--- src/rtl/regfile_pkg.sv ---
// Shared defaults, sequencer state encoding and port-slicing helper for the
// multi-port register file (optional feature macro: REGFILE_BYPASS_EN).
package regfile_pkg;

  localparam int unsigned REGFILE_DEFAULT_WIDTH = 32;
  localparam int unsigned REGFILE_DEFAULT_DEPTH = 32;

  localparam logic [0:0] ST_CLEAR = 1'b0;
  localparam logic [0:0] ST_READY = 1'b1;

  typedef enum logic [0:0] {
    CLEAR = ST_CLEAR,
    READY = ST_READY
  } regfile_state_e;

  function automatic int unsigned port_lsb(input int unsigned port, input int unsigned width);
    return port * width;
  endfunction

endpackage

--- src/rtl/regfile_clear_seq.sv ---
// Clear sequencer: walks clr_idx over 1..DEPTH-1 after reset or on request,
// zeroing one storage entry per cycle; busy is high for the whole walk.
module regfile_clear_seq
  import regfile_pkg::*;
#(
  parameter int unsigned DEPTH = REGFILE_DEFAULT_DEPTH,
  parameter int unsigned AW    = $clog2(DEPTH)
) (
  input  logic          clk,
  input  logic          rst,
  input  logic          clear_req,
  output logic          busy,
  output logic          clr_we,
  output logic [AW-1:0] clr_addr
);

  localparam logic [AW-1:0] IDX_FIRST = AW'(1);
  localparam logic [AW-1:0] IDX_LAST  = AW'(DEPTH - 1);

  regfile_state_e state_q, state_d;
  logic [AW-1:0]  idx_q, idx_d;

  // Next-state logic: terminal compare against DEPTH-1, so the counter never wraps
  always_comb begin
    state_d = state_q;
    idx_d   = idx_q;
    case (state_q)
      CLEAR: begin
        if (idx_q == IDX_LAST) begin
          state_d = READY;
          idx_d   = IDX_FIRST;
        end else begin
          state_d = CLEAR;
          idx_d   = idx_q + AW'(1);
        end
      end
      READY: begin
        if (clear_req) begin
          state_d = CLEAR;
          idx_d   = IDX_FIRST;
        end else begin
          state_d = READY;
          idx_d   = idx_q;
        end
      end
      default: begin
        state_d = CLEAR;
        idx_d   = IDX_FIRST;
      end
    endcase
  end

  // Sequencer registers
  always_ff @(posedge clk or posedge rst) begin
    if (rst) begin
      state_q <= CLEAR;
      idx_q   <= IDX_FIRST;
    end else begin
      state_q <= state_d;
      idx_q   <= idx_d;
    end
  end

  assign busy     = (state_q == CLEAR);
  assign clr_we   = busy;
  assign clr_addr = idx_q;

endmodule

--- src/rtl/regfile_mp.sv ---
// Parametrised register file with NREAD combinational read ports, a valid/ready
// write port and a sequenced hardware clear. REGFILE_BYPASS_EN adds write-through forwarding.
module regfile_mp
  import regfile_pkg::*;
#(
  parameter int unsigned WIDTH = REGFILE_DEFAULT_WIDTH,
  parameter int unsigned DEPTH = REGFILE_DEFAULT_DEPTH,
  parameter int unsigned NREAD = 2,
  parameter int unsigned AW    = $clog2(DEPTH)
) (
  input  logic                   clk,
  input  logic                   rst,
  input  logic                   wr_valid,
  output logic                   wr_ready,
  input  logic [AW-1:0]          wr_addr,
  input  logic [WIDTH-1:0]       wr_data,
  input  logic                   clear_req,
  output logic                   busy,
  input  logic [NREAD*AW-1:0]    rd_addr,
  output logic [NREAD*WIDTH-1:0] rd_data
);

  logic          busy_s;
  logic          clr_we_s;
  logic [AW-1:0] clr_addr_s;
  logic          wr_fire_s;

  // Register 0 is hardwired, so only entries 1..DEPTH-1 exist
  logic [WIDTH-1:0] mem_q [1:DEPTH-1];

  regfile_clear_seq #(
    .DEPTH (DEPTH),
    .AW    (AW)
  ) u_clear_seq (
    .clk       (clk),
    .rst       (rst),
    .clear_req (clear_req),
    .busy      (busy_s),
    .clr_we    (clr_we_s),
    .clr_addr  (clr_addr_s)
  );

  assign busy      = busy_s;
  assign wr_ready  = ~busy_s;
  assign wr_fire_s = wr_valid && wr_ready && (wr_addr != {AW{1'b0}});

  // Storage update: clear has exclusive access while busy
  always_ff @(posedge clk) begin
    if (clr_we_s) begin
      mem_q[clr_addr_s] <= {WIDTH{1'b0}};
    end else if (wr_fire_s) begin
      mem_q[wr_addr] <= wr_data;
    end
  end

  for (genvar g = 0; g < NREAD; g++) begin : g_rd
    logic [AW-1:0]    addr_s;
    logic [WIDTH-1:0] data_s;

    assign addr_s = rd_addr[port_lsb(g, AW) +: AW];

    // Read mux: busy and register 0 force zero ahead of any stored value
    always_comb begin
      if (busy_s || (addr_s == {AW{1'b0}})) begin
        data_s = {WIDTH{1'b0}};
`ifdef REGFILE_BYPASS_EN
      end else if (wr_fire_s && (wr_addr == addr_s)) begin
        data_s = wr_data;
`endif
      end else begin
        data_s = mem_q[addr_s];
      end
    end

    assign rd_data[port_lsb(g, WIDTH) +: WIDTH] = data_s;
  end

endmodule

--- config.mk ---
export PLATFORM = sky130hd
export DESIGN_NAME = regfile_mp
export DESIGN_NICKNAME = d
export VERILOG_FILES = /design/src/rtl/regfile_pkg.sv /design/src/rtl/regfile_clear_seq.sv /design/src/rtl/regfile_mp.sv
export SDC_FILE = /design/constraint.sdc
export NUM_CORES = 1
export LEC_CHECK = 0
export CAP_MARGIN = 10
export CORE_ASPECT_RATIO = 1.5
export CORE_MARGIN = 5
export CORE_UTILIZATION = 45
export DETAILED_ROUTE_END_ITERATION = 7
export REMOVE_ABC_BUFFERS = 1
export SLEW_MARGIN = 40
export SYNTH_ARGS = -nofsm -noshare
export SYNTH_HDL_FRONTEND = slang
export SYNTH_HIERARCHICAL = 1
export SYNTH_SLANG_ARGS = --single-unit
--- constraint.sdc ---
create_clock -name clk -period 4.65 [get_ports clk]
set_clock_uncertainty 0.15 [all_clocks]
set_input_delay 0.93 -clock clk [delete_from_list [all_inputs] [get_ports clk]]
set_output_delay 0.93 -clock clk [all_outputs]
set_load 0.02 [all_outputs]
==> run_results.csv <==
group,metric,value,unit
run_status,status,"completed",
clock_network,clockBufferDepth,3,
logic_synthesis,synth_compound_gate_area_share,0.0768,
layout,area.growth.synth_to_final,15.8,%
setup_path,crit_start,"rd_addr[9]",
clock_network,path_clk_slew,0.06,ns
logic_synthesis,synth_xor_area_frac,0,
global_routing,grt_max_degree,68,
layout,layout.nets,3378,
clock_network,cts-buffers-inserted,95,
power_and_ir_drop,power.total,22100,uW
setup_path,startpoint_type,"primary input",
sta,slew_violations,0,
clock_network,clock_latency,0.70,ns
setup_path,reg2reg_from,"u_clear_seq/state_q$_DFF_PP0_",
route,wl_per_cell,33.0,um
logic_synthesis,yosysWarnings,6,
logic_synthesis,synth_top_family_by_area,"multiplexers",
sta,relSlewSlack,0.419,
route,wl,158000,um
logic_synthesis,synth_commonest_cells,"992 x edfxtp_1, 802 x mux2i_1, 258 x a22oi_1, 139 x nand3_1, 128 x clkbuf_1",
clock_network,cts_sinks,998,
sta,finalHoldViolations,0,
logic_synthesis,muxShareOfSynthArea,0.209,
sta,timing.fmax,218,MHz
clock_network,postCtsSetupRepairBufs,0,
die,io_pins,117,
route,dr.pass1.iters,6,
global_routing,grt_use_total,0.279,
logic_synthesis,synth_fa_ha_area_frac,0.000531,
sta,setup_viol,0,
logic_synthesis,avgSynthCellArea,14.8,um2
sta,rsz0062_at_grt,"false",
power_and_ir_drop,pwr_density_cell,405,nW/um2
logic_synthesis,synth-seq-area-share,0.635,
die,initial_core_util,0.453,
route,drtIter0Drc,3371,
layout,drive_gt1_frac,0.160,
clock_network,cts_max_level,3,
placed_design,placed_cells,4624,
logic_synthesis,postSynthCellCount,3182,
route,ant_nets,0,
setup_path,cp_max_fo,10,
route,via_per_inst,6.52,
route,post-route-drc-count,0,
global_routing,grt_first_pass_wirelength,225000,um
logic_synthesis,syn-cell-area,47200,um2
die,die_w,274,um
logic_synthesis,synth_most_common_cell,"edfxtp_1",
power_and_ir_drop,vdd.ir_drop.worst,310,uV
logic_synthesis,synth_simple_gate_area_frac,0.0554,
global_routing,grt_pass1_vias,32800,
global_routing,grt_overflow,0,
placed_design,portBuffers,116,
sta,worstMarginPinSlew,0.870,ns
setup_path,crit_required,3.57,ns
logic_synthesis,synth_cell_types,57,
logic_synthesis,synthFlopType,"edfxtp_1",
setup_path,crit_type,"primary input to output pin",
logic_synthesis,synth.area.top_cells,"edfxtp_1 63%, mux2i_1 17%, a22oi_1 4.1%",
logic_synthesis,async_flop_share,0.00601,
sta,finalCritPeriodShare,0.986,
die,dieArea,112000,um2
placed_design,hpwl,94000,um
logic_synthesis,synth_top_cell_by_area,"edfxtp_1",
setup_path,critPathCaptureType,"output pin",
sta,period_minus_slack,4.58,ns
power_and_ir_drop,leakage,0.0199,uW
placed_design,gp_congestion,0.848,
job,drv_cap,0,
logic_synthesis,ys_ff_latch,998,
layout,final_cells,4805,
global_routing,antenna_found_initial,2,
route,vias,31300,
logic_synthesis,synth.top_cell.area_share,0.632,
min_path,hold_class,"primary input to asynchronous set/reset pin",
die,dieHeight,407,um
die,rows,145,
clock_network,cts_root_buffer,"clkbuf_16",
die,core_area,104000,um2
setup_path,r2r_cells,7,
clock_network,cts_tree,"built",
setup_path,cp.arrival,3.50,ns
logic_synthesis,synth_edf_count,992,
area by class of cell:
class | count | area [um2]
diodes | 3 | 7.51
fillers | 8498 | 49500
inverters | 6 | 22.5
well taps | 1396 | 1750
clock buffers | 120 | 2510
clock inverters | 58 | 552
repair buffers | 294 | 3300
multi-input cells | 1930 | 16500
flip-flops and latches | 998 | 29900
logic make-up after synthesis:
kind of cell             count (synthesis)
buffers and inverters                  254
multiplexers                           883
flip-flops                             998
adder cells (fa/ha/maj)                  2
AO/OA/AOI/OAI                          528
AND/OR/NAND/NOR                        517
through the flow:
stage | area, um2 | TNS, ns | hold slack (ns) | setup slack, ns | utilization
finish | 54600 | 0 | 0.297 | 0.0670 | 0.524
CTS | 54500 | 0 | 0.263 | 0.0159 | 0.524
global route | 54600 | 0 | 0.322 | 0.00533 | 0.524
global placement | 51400 | -0.0871 | 0.373 | -0.0245 | 0.494
detailed placement | 51500 | -0.0262 | 0.398 | -0.0261 | 0.494
floorplan | 46100 | -78.81 | 0.339 | -0.547 | -
flip-flops by register name, summed over array words and instances (netlist names):
| signal | count |
|---|---|
| mem_q | 992 |
| u_clear_seq/clr_addr | 5 |
| u_clear_seq/state_q | 1 |
path summary, 6_finish.rpt:
kind	end	slack, ns
worst min-delay path	u_clear_seq/clr_addr[4]$_DFFE_PP0P_	0.30
max in group asynchronous	u_clear_seq/clr_addr[0]$_DFFE_PP1P_	3.79
min in group clk	u_clear_seq/clr_addr[0]$_DFFE_PP1P_	0.41
worst min register to register	u_clear_seq/clr_addr[0]$_DFFE_PP1P_	0.41
worst max register to register	mem_q[9][13]$_DFFE_PP_	1.52
worst max-delay path	rd_data[44]	0.07
worst max-delay path, stage by stage:
cell and delay (ns):
clkdlybuf4s50_1 0.48, or4b_2 0.72, buf_4 0.22, o22ai_1 0.14, o21ai_0 0.17, nand4_1 0.19, clkdlybuf4s50_1 0.64
timing repair:
action | in CTS | in global routing
pin swaps | 0 | 0
endpoints found under the setup margin | 2 | 16
hold buffers | 0 | 0
gates resized for setup | 2 | 8
cells in the final DEF (no fill, tap or decap), types with 47 or more instances in the layout:
master | synthesis | routed
a21oi_1 | 93 | 92
a22oi_1 | 258 | 258
buf_12 | 0 | 69
buf_4 | 5 | 141
clkbuf_16 | 0 | 96
clkdlybuf4s50_1 | 0 | 69
edfxtp_1 | 992 | 992
mux2i_1 | 802 | 802
mux4_2 | 81 | 81
nand2_1 | 123 | 123
nand3_1 | 139 | 139
nand4_1 | 86 | 86
nor2_1 | 73 | 54
o22ai_1 | 47 | 47
metal layers:
metal | global-route usage | vias up | share of wire
met5 | 0 | - | 0
met4 | 0.146 | 0 | 0.058
met3 | 0.0497 | 503 | 0.081
met2 | 0.472 | 1701 | 0.49
met1 | 0.344 | 16000 | 0.37
li1 | - | 13100 | -
power breakdown:
group | switching, uW | internal (uW) | leakage [uW]
combinational | 2190 | 1120 | 0.00890
sequential | 357 | 10700 | 0.00947
clock | 3460 | 4300 | 0.00149
total | 6000 | 16100 | 0.0199
(Power assumes the default switching activity.)
